`src/rtl/tts_pkg.sv`:
```
// -----------------------------------------------------------------------------
// tts_pkg
// Shared types for the Strategy RCB configuration path: the host message
// layout, RAM (RCB) selector encoding, command/status/state enums and the
// helper that turns a RAM selector into a one-hot RCB request vector.
// No ports (package).
// -----------------------------------------------------------------------------
package tts_pkg;

    localparam int NUM_RCB    = 4;
    localparam int RCB_DATA_W = 192;
    localparam int RCB_BE_W   = 24;
    localparam int RCB_ADDR_W = 16;

    // RAM selector as carried in the host message; only single-bit values
    // name a real RCB, anything else is a decode error.
    typedef logic [7:0] t_RAM_ENCODING;
    localparam t_RAM_ENCODING RAM_SRCB = 8'h01;
    localparam t_RAM_ENCODING RAM_PRCB = 8'h02;
    localparam t_RAM_ENCODING RAM_VRCB = 8'h04;
    localparam t_RAM_ENCODING RAM_ORCB = 8'h08;

    typedef enum logic [7:0] {
        CMD_WRITE = 8'h01,
        CMD_READ  = 8'h02
    } t_cfg_cmd;

    typedef enum logic [1:0] {
        ST_OK         = 2'd0,
        ST_DECODE_ERR = 2'd1,
        ST_TIMEOUT    = 2'd2
    } t_cfg_status;

    typedef enum logic [1:0] {
        IDLE   = 2'd0,
        DECODE = 2'd1,
        ISSUE  = 2'd2,
        RESP   = 2'd3
    } t_cfg_state;

    // addr is 17 bits so an out-of-range bit 16 can be detected.
    typedef struct packed {
        logic [7:0]            cmd;
        t_RAM_ENCODING         ram;
        logic [6:0]            res;
        logic [16:0]           addr;
        logic [RCB_BE_W-1:0]   byte_en;
        logic [RCB_DATA_W-1:0] data;
    } t_host_msg_map;

    function automatic logic [NUM_RCB-1:0] ram_to_onehot(input t_RAM_ENCODING ram);
        logic [NUM_RCB-1:0] onehot;
        case (ram)
            RAM_SRCB: onehot = 4'b0001;
            RAM_PRCB: onehot = 4'b0010;
            RAM_VRCB: onehot = 4'b0100;
            RAM_ORCB: onehot = 4'b1000;
            default:  onehot = 4'b0000;
        endcase
        return onehot;
    endfunction

endpackage

```
`src/rtl/tts_rcb_cfg_ctrl.sv`:
```
// -----------------------------------------------------------------------------
// tts_rcb_cfg_ctrl
// Host-side configuration controller for the four Strategy RCBs. Takes one
// host message at a time, decodes it, issues a single read or write on the
// selected RCB, waits for that RCB's ack and returns a status/data response.
//
// Optional feature macro: TTS_CFG_TIMEOUT_EN -- adds an ack timeout counter
// (TIMEOUT_CYCLES) that aborts ISSUE with status ST_TIMEOUT.
//
// Ports:
//   clk, rst_n             clock, asynchronous active-low reset
//   host_valid/ready/msg   host message handshake and packed message
//   rsp_valid/ready        response handshake
//   rsp_status, rsp_data   response status (t_cfg_status) and read data
//   rcb_req (one-hot), rcb_we, rcb_addr, rcb_byte_en, rcb_wdata
//                          request to the RCBs, stable until acked
//   rcb_ack, rcb_rdata     per-RCB ack pulse and read data
// -----------------------------------------------------------------------------
module tts_rcb_cfg_ctrl
    import tts_pkg::*;
#(
    parameter int RCB_DEPTH = 4096
`ifdef TTS_CFG_TIMEOUT_EN
    ,
    parameter int TIMEOUT_CYCLES = 1024
`endif
) (
    input  logic                                clk,
    input  logic                                rst_n,
    input  logic                                host_valid,
    output logic                                host_ready,
    input  t_host_msg_map                       host_msg,
    output logic                                rsp_valid,
    input  logic                                rsp_ready,
    output logic [1:0]                          rsp_status,
    output logic [RCB_DATA_W-1:0]               rsp_data,
    output logic [NUM_RCB-1:0]                  rcb_req,
    output logic                                rcb_we,
    output logic [RCB_ADDR_W-1:0]               rcb_addr,
    output logic [RCB_BE_W-1:0]                 rcb_byte_en,
    output logic [RCB_DATA_W-1:0]               rcb_wdata,
    input  logic [NUM_RCB-1:0]                  rcb_ack,
    input  logic [NUM_RCB-1:0][RCB_DATA_W-1:0]  rcb_rdata
);

    localparam logic [16:0] DEPTH_LIM = 17'(RCB_DEPTH);

    t_cfg_state            state_q,       state_d;
    logic                  host_ready_q,  host_ready_d;
    logic [7:0]            cmd_q,         cmd_d;
    t_RAM_ENCODING         ram_q,         ram_d;
    logic                  addr_hi_q,     addr_hi_d;
    logic [NUM_RCB-1:0]    rcb_req_q,     rcb_req_d;
    logic                  rcb_we_q,      rcb_we_d;
    logic [RCB_ADDR_W-1:0] rcb_addr_q,    rcb_addr_d;
    logic [RCB_BE_W-1:0]   rcb_byte_en_q, rcb_byte_en_d;
    logic [RCB_DATA_W-1:0] rcb_wdata_q,   rcb_wdata_d;
    logic                  rsp_valid_q,   rsp_valid_d;
    t_cfg_status           rsp_status_q,  rsp_status_d;
    logic [RCB_DATA_W-1:0] rsp_data_q,    rsp_data_d;

    logic                  dec_err_s;
    logic                  ack_hit_s;
    logic [RCB_DATA_W-1:0] sel_rdata_s;
    logic                  unused_res_s;

`ifdef TTS_CFG_TIMEOUT_EN
    localparam int          CNT_W   = $clog2(TIMEOUT_CYCLES + 1);
    localparam logic [CNT_W-1:0] CNT_LAST = CNT_W'(TIMEOUT_CYCLES - 1);
    logic [CNT_W-1:0]       cnt_q, cnt_d;
`endif

    // The reserved field carries no meaning for this block.
    assign unused_res_s = ^host_msg.res;

    // Decode, ack detection and the whole next-state / output computation.
    always_comb begin
        state_d       = state_q;
        host_ready_d  = host_ready_q;
        cmd_d         = cmd_q;
        ram_d         = ram_q;
        addr_hi_d     = addr_hi_q;
        rcb_req_d     = rcb_req_q;
        rcb_we_d      = rcb_we_q;
        rcb_addr_d    = rcb_addr_q;
        rcb_byte_en_d = rcb_byte_en_q;
        rcb_wdata_d   = rcb_wdata_q;
        rsp_valid_d   = rsp_valid_q;
        rsp_status_d  = rsp_status_q;
        rsp_data_d    = rsp_data_q;
`ifdef TTS_CFG_TIMEOUT_EN
        cnt_d         = cnt_q;
`endif

        dec_err_s = ((cmd_q != CMD_WRITE) && (cmd_q != CMD_READ))
                 || (ram_to_onehot(ram_q) == 4'b0000)
                 || (addr_hi_q != 1'b0)
                 || ({1'b0, rcb_addr_q} >= DEPTH_LIM);

        // Only the lane we requested can complete the transaction.
        ack_hit_s = |(rcb_ack & rcb_req_q);

        // And-or mux: rcb_req_q is one-hot during ISSUE.
        sel_rdata_s = {RCB_DATA_W{1'b0}};
        for (int i = 0; i < NUM_RCB; i++) begin
            sel_rdata_s = sel_rdata_s | (rcb_rdata[i] & {RCB_DATA_W{rcb_req_q[i]}});
        end

        case (state_q)
            IDLE: begin
                if (host_valid && host_ready_q) begin
                    // RCB-facing fields are loaded now; they only matter once
                    // rcb_req rises, and stay put until the next accept.
                    cmd_d         = host_msg.cmd;
                    ram_d         = host_msg.ram;
                    addr_hi_d     = host_msg.addr[16];
                    rcb_we_d      = (host_msg.cmd == CMD_WRITE);
                    rcb_addr_d    = host_msg.addr[15:0];
                    rcb_byte_en_d = host_msg.byte_en;
                    rcb_wdata_d   = host_msg.data;
                    host_ready_d  = 1'b0;
                    state_d       = DECODE;
                end else begin
                    state_d = IDLE;
                end
            end
            DECODE: begin
                if (dec_err_s) begin
                    rsp_valid_d  = 1'b1;
                    rsp_status_d = ST_DECODE_ERR;
                    rsp_data_d   = {RCB_DATA_W{1'b0}};
                    state_d      = RESP;
                end else begin
                    rcb_req_d = ram_to_onehot(ram_q);
`ifdef TTS_CFG_TIMEOUT_EN
                    cnt_d     = {CNT_W{1'b0}};
`endif
                    state_d   = ISSUE;
                end
            end
            ISSUE: begin
                // An ack in the timeout cycle still counts as success.
                if (ack_hit_s) begin
                    rcb_req_d    = {NUM_RCB{1'b0}};
                    rsp_valid_d  = 1'b1;
                    rsp_status_d = ST_OK;
                    rsp_data_d   = rcb_we_q ? {RCB_DATA_W{1'b0}} : sel_rdata_s;
                    state_d      = RESP;
                end
`ifdef TTS_CFG_TIMEOUT_EN
                else if (cnt_q == CNT_LAST) begin
                    rcb_req_d    = {NUM_RCB{1'b0}};
                    rsp_valid_d  = 1'b1;
                    rsp_status_d = ST_TIMEOUT;
                    rsp_data_d   = {RCB_DATA_W{1'b0}};
                    state_d      = RESP;
                end else begin
                    cnt_d = cnt_q + {{(CNT_W-1){1'b0}}, 1'b1};
                end
`else
                else begin
                    state_d = ISSUE;
                end
`endif
            end
            RESP: begin
                if (rsp_ready) begin
                    rsp_valid_d  = 1'b0;
                    host_ready_d = 1'b1;
                    state_d      = IDLE;
                end else begin
                    state_d = RESP;
                end
            end
            default: begin
                rcb_req_d    = {NUM_RCB{1'b0}};
                rsp_valid_d  = 1'b0;
                host_ready_d = 1'b1;
                state_d      = IDLE;
            end
        endcase
    end

    // State and registered-output flops; reset aborts any transaction silently.
    always_ff @(posedge clk or negedge rst_n) begin
        if (!rst_n) begin
            state_q       <= IDLE;
            host_ready_q  <= 1'b1;
            cmd_q         <= 8'h00;
            ram_q         <= 8'h00;
            addr_hi_q     <= 1'b0;
            rcb_req_q     <= {NUM_RCB{1'b0}};
            rcb_we_q      <= 1'b0;
            rcb_addr_q    <= {RCB_ADDR_W{1'b0}};
            rcb_byte_en_q <= {RCB_BE_W{1'b0}};
            rcb_wdata_q   <= {RCB_DATA_W{1'b0}};
            rsp_valid_q   <= 1'b0;
            rsp_status_q  <= ST_OK;
            rsp_data_q    <= {RCB_DATA_W{1'b0}};
`ifdef TTS_CFG_TIMEOUT_EN
            cnt_q         <= {CNT_W{1'b0}};
`endif
        end else begin
            state_q       <= state_d;
            host_ready_q  <= host_ready_d;
            cmd_q         <= cmd_d;
            ram_q         <= ram_d;
            addr_hi_q     <= addr_hi_d;
            rcb_req_q     <= rcb_req_d;
            rcb_we_q      <= rcb_we_d;
            rcb_addr_q    <= rcb_addr_d;
            rcb_byte_en_q <= rcb_byte_en_d;
            rcb_wdata_q   <= rcb_wdata_d;
            rsp_valid_q   <= rsp_valid_d;
            rsp_status_q  <= rsp_status_d;
            rsp_data_q    <= rsp_data_d;
`ifdef TTS_CFG_TIMEOUT_EN
            cnt_q         <= cnt_d;
`endif
        end
    end

    assign host_ready  = host_ready_q;
    assign rsp_valid   = rsp_valid_q;
    assign rsp_status  = rsp_status_q;
    assign rsp_data    = rsp_data_q;
    assign rcb_req     = rcb_req_q;
    assign rcb_we      = rcb_we_q;
    assign rcb_addr    = rcb_addr_q;
    assign rcb_byte_en = rcb_byte_en_q;
    assign rcb_wdata   = rcb_wdata_q;

endmodule

```
`config.mk`:
```
export PLATFORM = sky130hd
export DESIGN_NAME = tts_rcb_cfg_ctrl
export DESIGN_NICKNAME = d
export VERILOG_FILES = /design/src/rtl/tts_pkg.sv /design/src/rtl/tts_rcb_cfg_ctrl.sv
export SDC_FILE = /design/constraint.sdc
export NUM_CORES = 1
export LEC_CHECK = 0
export BUFFER_PORTS_ARGS = -buffer_cell sky130_fd_sc_hd__buf_2
export CAP_MARGIN = 20
export CORE_AREA = 10 10 570 572
export CTS_CLUSTER_DIAMETER = 200
export DETAILED_ROUTE_END_ITERATION = 16
export DIE_AREA = 0 0 580 582
export GPL_ROUTABILITY_DRIVEN = 0
export GPL_TIMING_DRIVEN = 1
export HOLD_SLACK_MARGIN = 0.08
export PLACE_DENSITY = 0.3
export RECOVER_POWER = 25
export SLEW_MARGIN = 10
export SYNTH_ARGS = -nofsm -noshare
export SYNTH_HDL_FRONTEND = slang
export SYNTH_SLANG_ARGS = --single-unit
```
`constraint.sdc`:
```
create_clock -name clk -period 4 [get_ports clk]
set_clock_uncertainty 0.05 [all_clocks]
set_input_delay 0.2 -clock clk [delete_from_list [all_inputs] [get_ports clk]]
set_output_delay 0.2 -clock clk [all_outputs]
set_load 0.01 [all_outputs]
```
* Word level (Yosys, flattened, before mapping)
Cells that the tools add are included.
** Storage, ports and cells
- Register bits :: 452
** Cells by class
- Magnitude comparators :: 1
- Equality and inequality tests :: 15
- Multiplexer cells :: 23
- Bitwise gates (word level) :: 8
- Reductions and logical operators :: 16
** Operators by type and width (count)
- 192-bit bitwise AND :: 4
- 192-bit two-way mux :: 3
- 192-bit OR :: 3
- 192-bit one-hot mux with 2 select lines :: 1
- 8-bit by 1-bit equality test with 1-bit output, second input constant :: 2
- 16-bit by 13-bit >= comparator with 1-bit output, second input constant :: 1
- 4-bit one-hot mux with 4 select lines :: 1
- 2-bit != test, second input constant :: 5
- 3-bit AND reduction :: 3
- 8-bit by 2-bit equality test with 1-bit output, second input constant :: 1
- 8-bit by 3-bit equality test with 1-bit output, second input constant :: 1
- 8-bit by 4-bit equality test with 1-bit output, second input constant :: 1
- 1-bit two-way mux :: 8
- 4-bit two-way mux :: 2
- 8-bit by 1-bit != test with 1-bit output, second input constant :: 1
- 8-bit by 2-bit != test with 1-bit output, second input constant :: 1
- 2-bit one-hot mux with 4 select lines :: 1
- 4-bit one-hot mux with 2 select lines :: 1
- 2-bit two-way mux :: 3
- 4-bit bitwise AND :: 1
- 2-bit equality test, second input constant :: 2
- 4-bit logical NOT :: 1
- 2-bit one-hot mux with 2 select lines :: 1
- 4-bit AND reduction :: 1
- other kinds (10) :: 14

* Depth between registers and ports, before layout
- Word-level depth :: 8
- Mapped depth :: 9
- Depth with buffers taken out :: 6

* Least setup slack after synthesis
OpenSTA, ideal clock, no wires.
- Path kind :: register to register
- From :: register ram_q[5]
- To :: register rsp_data_q[100], in the netlist rsp_data[100]
- Setup time :: 0.075 ns
- Arrival time :: 2.118 ns
- Data required time :: 3.875 ns
- Path slack :: 1.758 ns
- Stages on the path, launching flop included :: 8
- Buffers on the path :: 2
- Path through :: dfrtp_1 or4_4 nand3b_4 or4_4 nand2_4 buf_12 buf_12 o2bb2ai_2
** On the way
- Word-level cells in the longest chain between the ends :: 8
- Elaborated cells on any way between the ends :: 11
** RTL lines
- from (decl) :: line tts_rcb_cfg_ctrl.sv:51 : t_RAM_ENCODING ram_q, ram_d;
- from (signal assigned) :: line tts_rcb_cfg_ctrl.sv:207 : ram_q <= ram_d;
- 8-bit by 4-bit equality test with 1-bit output (tied with other cells) :: line tts_pkg.sv:53 : case (ram)
- 4-bit one-hot mux with 4 select lines * :: line tts_pkg.sv:53
- 4-bit logical NOT * :: line tts_rcb_cfg_ctrl.sv:96 : || (ram_to_onehot(ram_q) == 4'b0000)
- 1-bit logical OR * :: line tts_rcb_cfg_ctrl.sv:96
- 1-bit logical OR * :: line tts_rcb_cfg_ctrl.sv:97 : || (addr_hi_q != 1'b0)
- 1-bit logical OR * :: line tts_rcb_cfg_ctrl.sv:98 : || ({1'b0, rcb_addr_q} >= DEPTH_LIM);
- 2-bit != test (no line) *
- 3-bit AND reduction (no line) *
- to (signal assigned) :: line tts_rcb_cfg_ctrl.sv:199 : rsp_data_q <= {RCB_DATA_W{1'b0}};
- to (signal assigned) :: line tts_rcb_cfg_ctrl.sv:216 : rsp_data_q <= rsp_data_d;
- to (decl) :: line tts_rcb_cfg_ctrl.sv:60 : logic [RCB_DATA_W-1:0] rsp_data_q, rsp_data_d;
Mark *: on every way between the ends. The rest lies on a longest branch, timed or not.
A chain may end at the register's enable or synchronous reset.

* Final worst setup path
- From :: register cmd_q[5]
- To :: register rsp_data_q[14], in the netlist rsp_data[14]
** On the way
- Word-level cells in the longest chain between the ends :: 7
- Elaborated cells on any way between the ends :: 8
** RTL lines
- from (decl) :: line tts_rcb_cfg_ctrl.sv:50 : logic [7:0] cmd_q, cmd_d;
- from (signal assigned) :: line tts_rcb_cfg_ctrl.sv:206 : cmd_q <= cmd_d;
- 8-bit by 1-bit != test with 1-bit output or 8-bit by 2-bit != test with 1-bit output (tied branches) :: line tts_rcb_cfg_ctrl.sv:95 : dec_err_s = ((cmd_q != CMD_WRITE) && (cmd_q != CMD_READ))
- 1-bit logical AND * :: line tts_rcb_cfg_ctrl.sv:95
- 1-bit logical OR * :: line tts_rcb_cfg_ctrl.sv:96
- 1-bit logical OR * :: line tts_rcb_cfg_ctrl.sv:97
- 1-bit logical OR * :: line tts_rcb_cfg_ctrl.sv:98
- 2-bit != test (no line) *
- 3-bit AND reduction (no line) *
Marked as above.

==> out/metrics.yaml <==
global_route:
  grt_use_total_pct: 12.66
  grt-ovfl-total: 0
  grt_max_degree: 104
  grt_pass1_vias: 26240
  antenna_found_initial: 202
  grt_pass1_wl_mm: 286.2
worst_setup_path:
  cp.arrival_ns: 4.04
  crit_start: "cmd_q[5]$_DFFE_PN0P_"
  cp-start-kind: "register"
  cpMostUsedCell: "buf_4"
  end_kind: "register"
  critPathTopFamily: "simple AND/OR/NAND/NOR gates"
  path_class: "reg -> reg"
  slowest_delay_ns: 0.93
  cp_cell_sequence: "nor4_1 -> buf_4 -> nand2_1 -> o41ai_2 -> or3_4 -> buf_4 -> o2bb2ai_1"
  critPathMaxFanout: 21
  worst-endpoint-required_ns: 4.58
  crit_slowest_cell: "nor4_1"
  crit_buf_inv: 2
  r2r_start: "cmd_q[5]$_DFFE_PN0P_"
clock_network:
  numCtsBuffers: 72
  clockRootBuffer: "clkbuf_16"
  clock_path_buffers: 4
  clkSinkCount: 451
  cts_tree: "built"
  cts-resized-gates: 0
  clk_latency_ns: 0.77
  htreeDepth: 3
  postCtsSetupRepairBufs: 0
  path_clk_slew_ns: 0.06
floorplan:
  die_h_microns: 582
  rows: 206
  core_area_sq_um: 313700
  die_w_microns: 580
  start_util_pct: 6.891
  ios: 1465
  dieArea_sq_um: 337600
synth:
  synth_cells: 1499
  syn_area_per_cell_sq_um: 14.42
  synthFlopType: "dfrtp_1"
  ys_warn_count: 0
  synth_top_family_by_area: "compound AO/OA/AOI/OAI gates"
  ys_seq_elements: 451
  ys_seq_area_share_pct: 52.22
  synth-simple-area-share_pct: 1.082
  synth_compound_area_share_pct: 28.70
  synth_nets: 2536
  yosysUniqueCellTypes: 40
  ys_async_sr_fraction_pct: 100.0
  muxShareOfSynthArea_pct: 13.18
  syn-cell-area_sq_um: 21620
  synth-edff-count: 0
  synth_fa_ha_area_share_pct: 0.2894
  synth-xor-area-share_pct: 0.08104
placed_design:
  port_buffers: 1456
  dp_cells: 7024
  place_area_sq_um: 33970
  dp_hpwl_mm: 192.7
sta:
  slew_viol_final: 67
  slew_headroom_pct: -24.47
  setup_viol: 0
  final_hold_viol_count: 0
  finalSetupTns_ns: 0
  worst_slew_pin_slew_ns: 1.867
  rsz0062_at_grt: "false"
  fin_crit_ns: 3.461
  fin_crit_sh_pct: 86.54
  max_freq_ghz: 0.2889
power:
  p_leak_nw: 18.81
  power_density_nw_per_um2: 598.5
  power_w: 0.02578
  vdd_drop_max_uv: 391.6
drt:
  wirelength_mm: 225.0
  wl_per_cell_microns: 28.54
  first_iter_violations: 1575
  drc: 0
  viasPerCell: 3.124
  num_vias: 24630
  ant_nets: 0
  firstDrtPassIters: 6
worst_hold_path:
  holdCritPathClass: "in -> reg"
  min_from: "host_msg[164]"
final_layout:
  area_growth_pct: 99.28
  final_cells: 7884
  nets: 4639
  post-route-cell-area_sq_um: 43080
  fillers: 35640
  drive_gt1_share_pct: 56.36
status:
  status: "finished with violations"
  violations: "max-capacitance violations, max-slew violations"
run:
  cap_violations: 2
-- area by class of cell --
| type | instances | area (sq um) | area share (%) |
|---|---|---|---|
| repair buffers | 2188 | 14650 | 34.01 |
| flip-flops and latches | 451 | 11300 | 26.24 |
| multi-input cells | 886 | 9398 | 21.82 |
| well taps | 4160 | 5205 | 12.08 |
| clock buffers | 102 | 2077 | 4.822 |
| clock inverters | 18 | 242.7 | 0.5635 |
| diodes | 76 | 190.2 | 0.4415 |
| inverters | 3 | 11.26 | 0.02614 |
-- registers in the layout, indices dropped and copies added, names as in the netlist --
| signal | cells |
|---|---|
| rcb_wdata | 192 |
| rsp_valid | 1 |
| state_q | 2 |
| ram_q | 8 |
| rcb_addr | 16 |
| host_ready | 1 |
| rcb_we | 1 |
| rsp_status | 1 |
| cmd_q | 8 |
| addr_hi_q | 1 |
| rsp_data | 192 |
| rcb_byte_en | 24 |
| rcb_req | 4 |
-- cell families after synthesis --
group / after synthesis
multiplexers: 253
XOR/XNOR: 2
buffers and inverters: 162
adder cells (fa/ha/maj): 5
flip-flops: 451
other: 1
AND/OR/NAND/NOR: 37
AO/OA/AOI/OAI: 588
-- cells in the mapped netlist (2+ instances only) --
cell,number,area [sq um]
or4b_1,2,20.02
clkbuf_1,113,424.2
a22oi_1,2,15.01
o2bb2ai_1,23,201.4
o2bb2ai_2,170,2552
dfrtp_1,450,11260
nor4_1,5,31.28
ha_1,5,62.56
a221oi_1,192,1682
and3b_1,2,17.52
buf_12,11,220.2
buf_1,3,11.26
nor2_1,5,18.77
buf_8,8,120.1
inv_1,3,11.26
nor2b_1,2,12.51
a22o_1,192,1682
nand2_1,9,33.78
nor3_1,2,10.01
mux2_2,253,2849
o21ai_0,3,15.01
nand3_1,3,15.01
buf_2,4,20.02
buf_4,20,150.1
or4_4,2,22.52
-- worst paths after layout --
path / to / slack [ns] / cells past startpoint
worst max-delay path: rsp_data[14]$_DFFE_PN0P_ / 0.54 / 7
worst min-delay path: rcb_wdata[164]$_DFFE_PN0P_ / 0.17 / 3
worst max register to register: rsp_data[14]$_DFFE_PN0P_ / 0.54 / 7
worst min register to register: rsp_data[0]$_DFFE_PN0P_ / 0.44 / 1
max in group asynchronous: rcb_byte_en[10]$_DFFE_PN0P_ / 0.73 / 3
min in group asynchronous: rcb_byte_en[23]$_DFFE_PN0P_ / 1.30 / 3
-- routing by layer --
layer | vias up | global-route usage [%] | wire, microns | part of all wire (%)
li1 | 10430 | - | - | -
met1 | 12090 | 14.12 | 85740 | 38
met2 | 1565 | 20.96 | 103300 | 46
met3 | 424 | 7.145 | 28250 | 13
met4 | 118 | 2.946 | 6949 | 3.1
met5 | - | 0 | 759 | 0.34
-- cell usage in the layout, fill, tap and decap left out, drive strengths merged, types with 3 or more instances in the layout --
cell type and n:
buf 1516, dlygate4sd3 663, dfrtp 450, mux2 253, o2bb2ai 193, a22o 192
a221oi 192, clkbuf 111, diode 76, nand2 10, clkinv 9, nor4 5
nor2 5, ha 5, bufinv 5, inv 5, o21ai 3, nand3 3
-- through the flow --
stage / setup slack, ns / hold slack, ns / util [%]
6_report: 0.5386 / 0.1702 / 13.73
5_1_grt: 0.1860 / 0.1194 / 13.70
4_1_cts: 0.4613 / 0.08105 / 13.69
3_5_place_dp: 0.5032 / 0.2200 / 10.83
3_3_place_gp: 0.5303 / 0.2231 / 10.83
2_1_floorplan: 1.758 / -0.1456 / -
-- where the power goes --
| part | leakage (nW) | switching, W | internal, W | total, W |
|---|---|---|---|---|
| logic | 11.6 | 0.00681 | 0.00588 | 0.0127 |
| registers | 6.03 | 0.000886 | 0.00566 | 0.00654 |
| clock network | 1.14 | 0.00262 | 0.00392 | 0.00654 |
-- worst reg2reg max path: cells and delay by family, from the launching register on --
| family | cells | cell delay [ns] |
|---|---|---|
| AND/OR/NAND/NOR | 3 | 1.63 |
| AO/OA/AOI/OAI | 2 | 0.50 |
| buffers and inverters | 2 | 0.79 |
| flip-flops | 1 | 0.37 |
-- repair_timing --
item | 4_1_cts | 5_1_grt
setup endpoints to repair | 0 | 0
hold buffers | 664 | 0
endpoints found under the hold margin | 762 | 0
(Power assumes the default switching activity.)
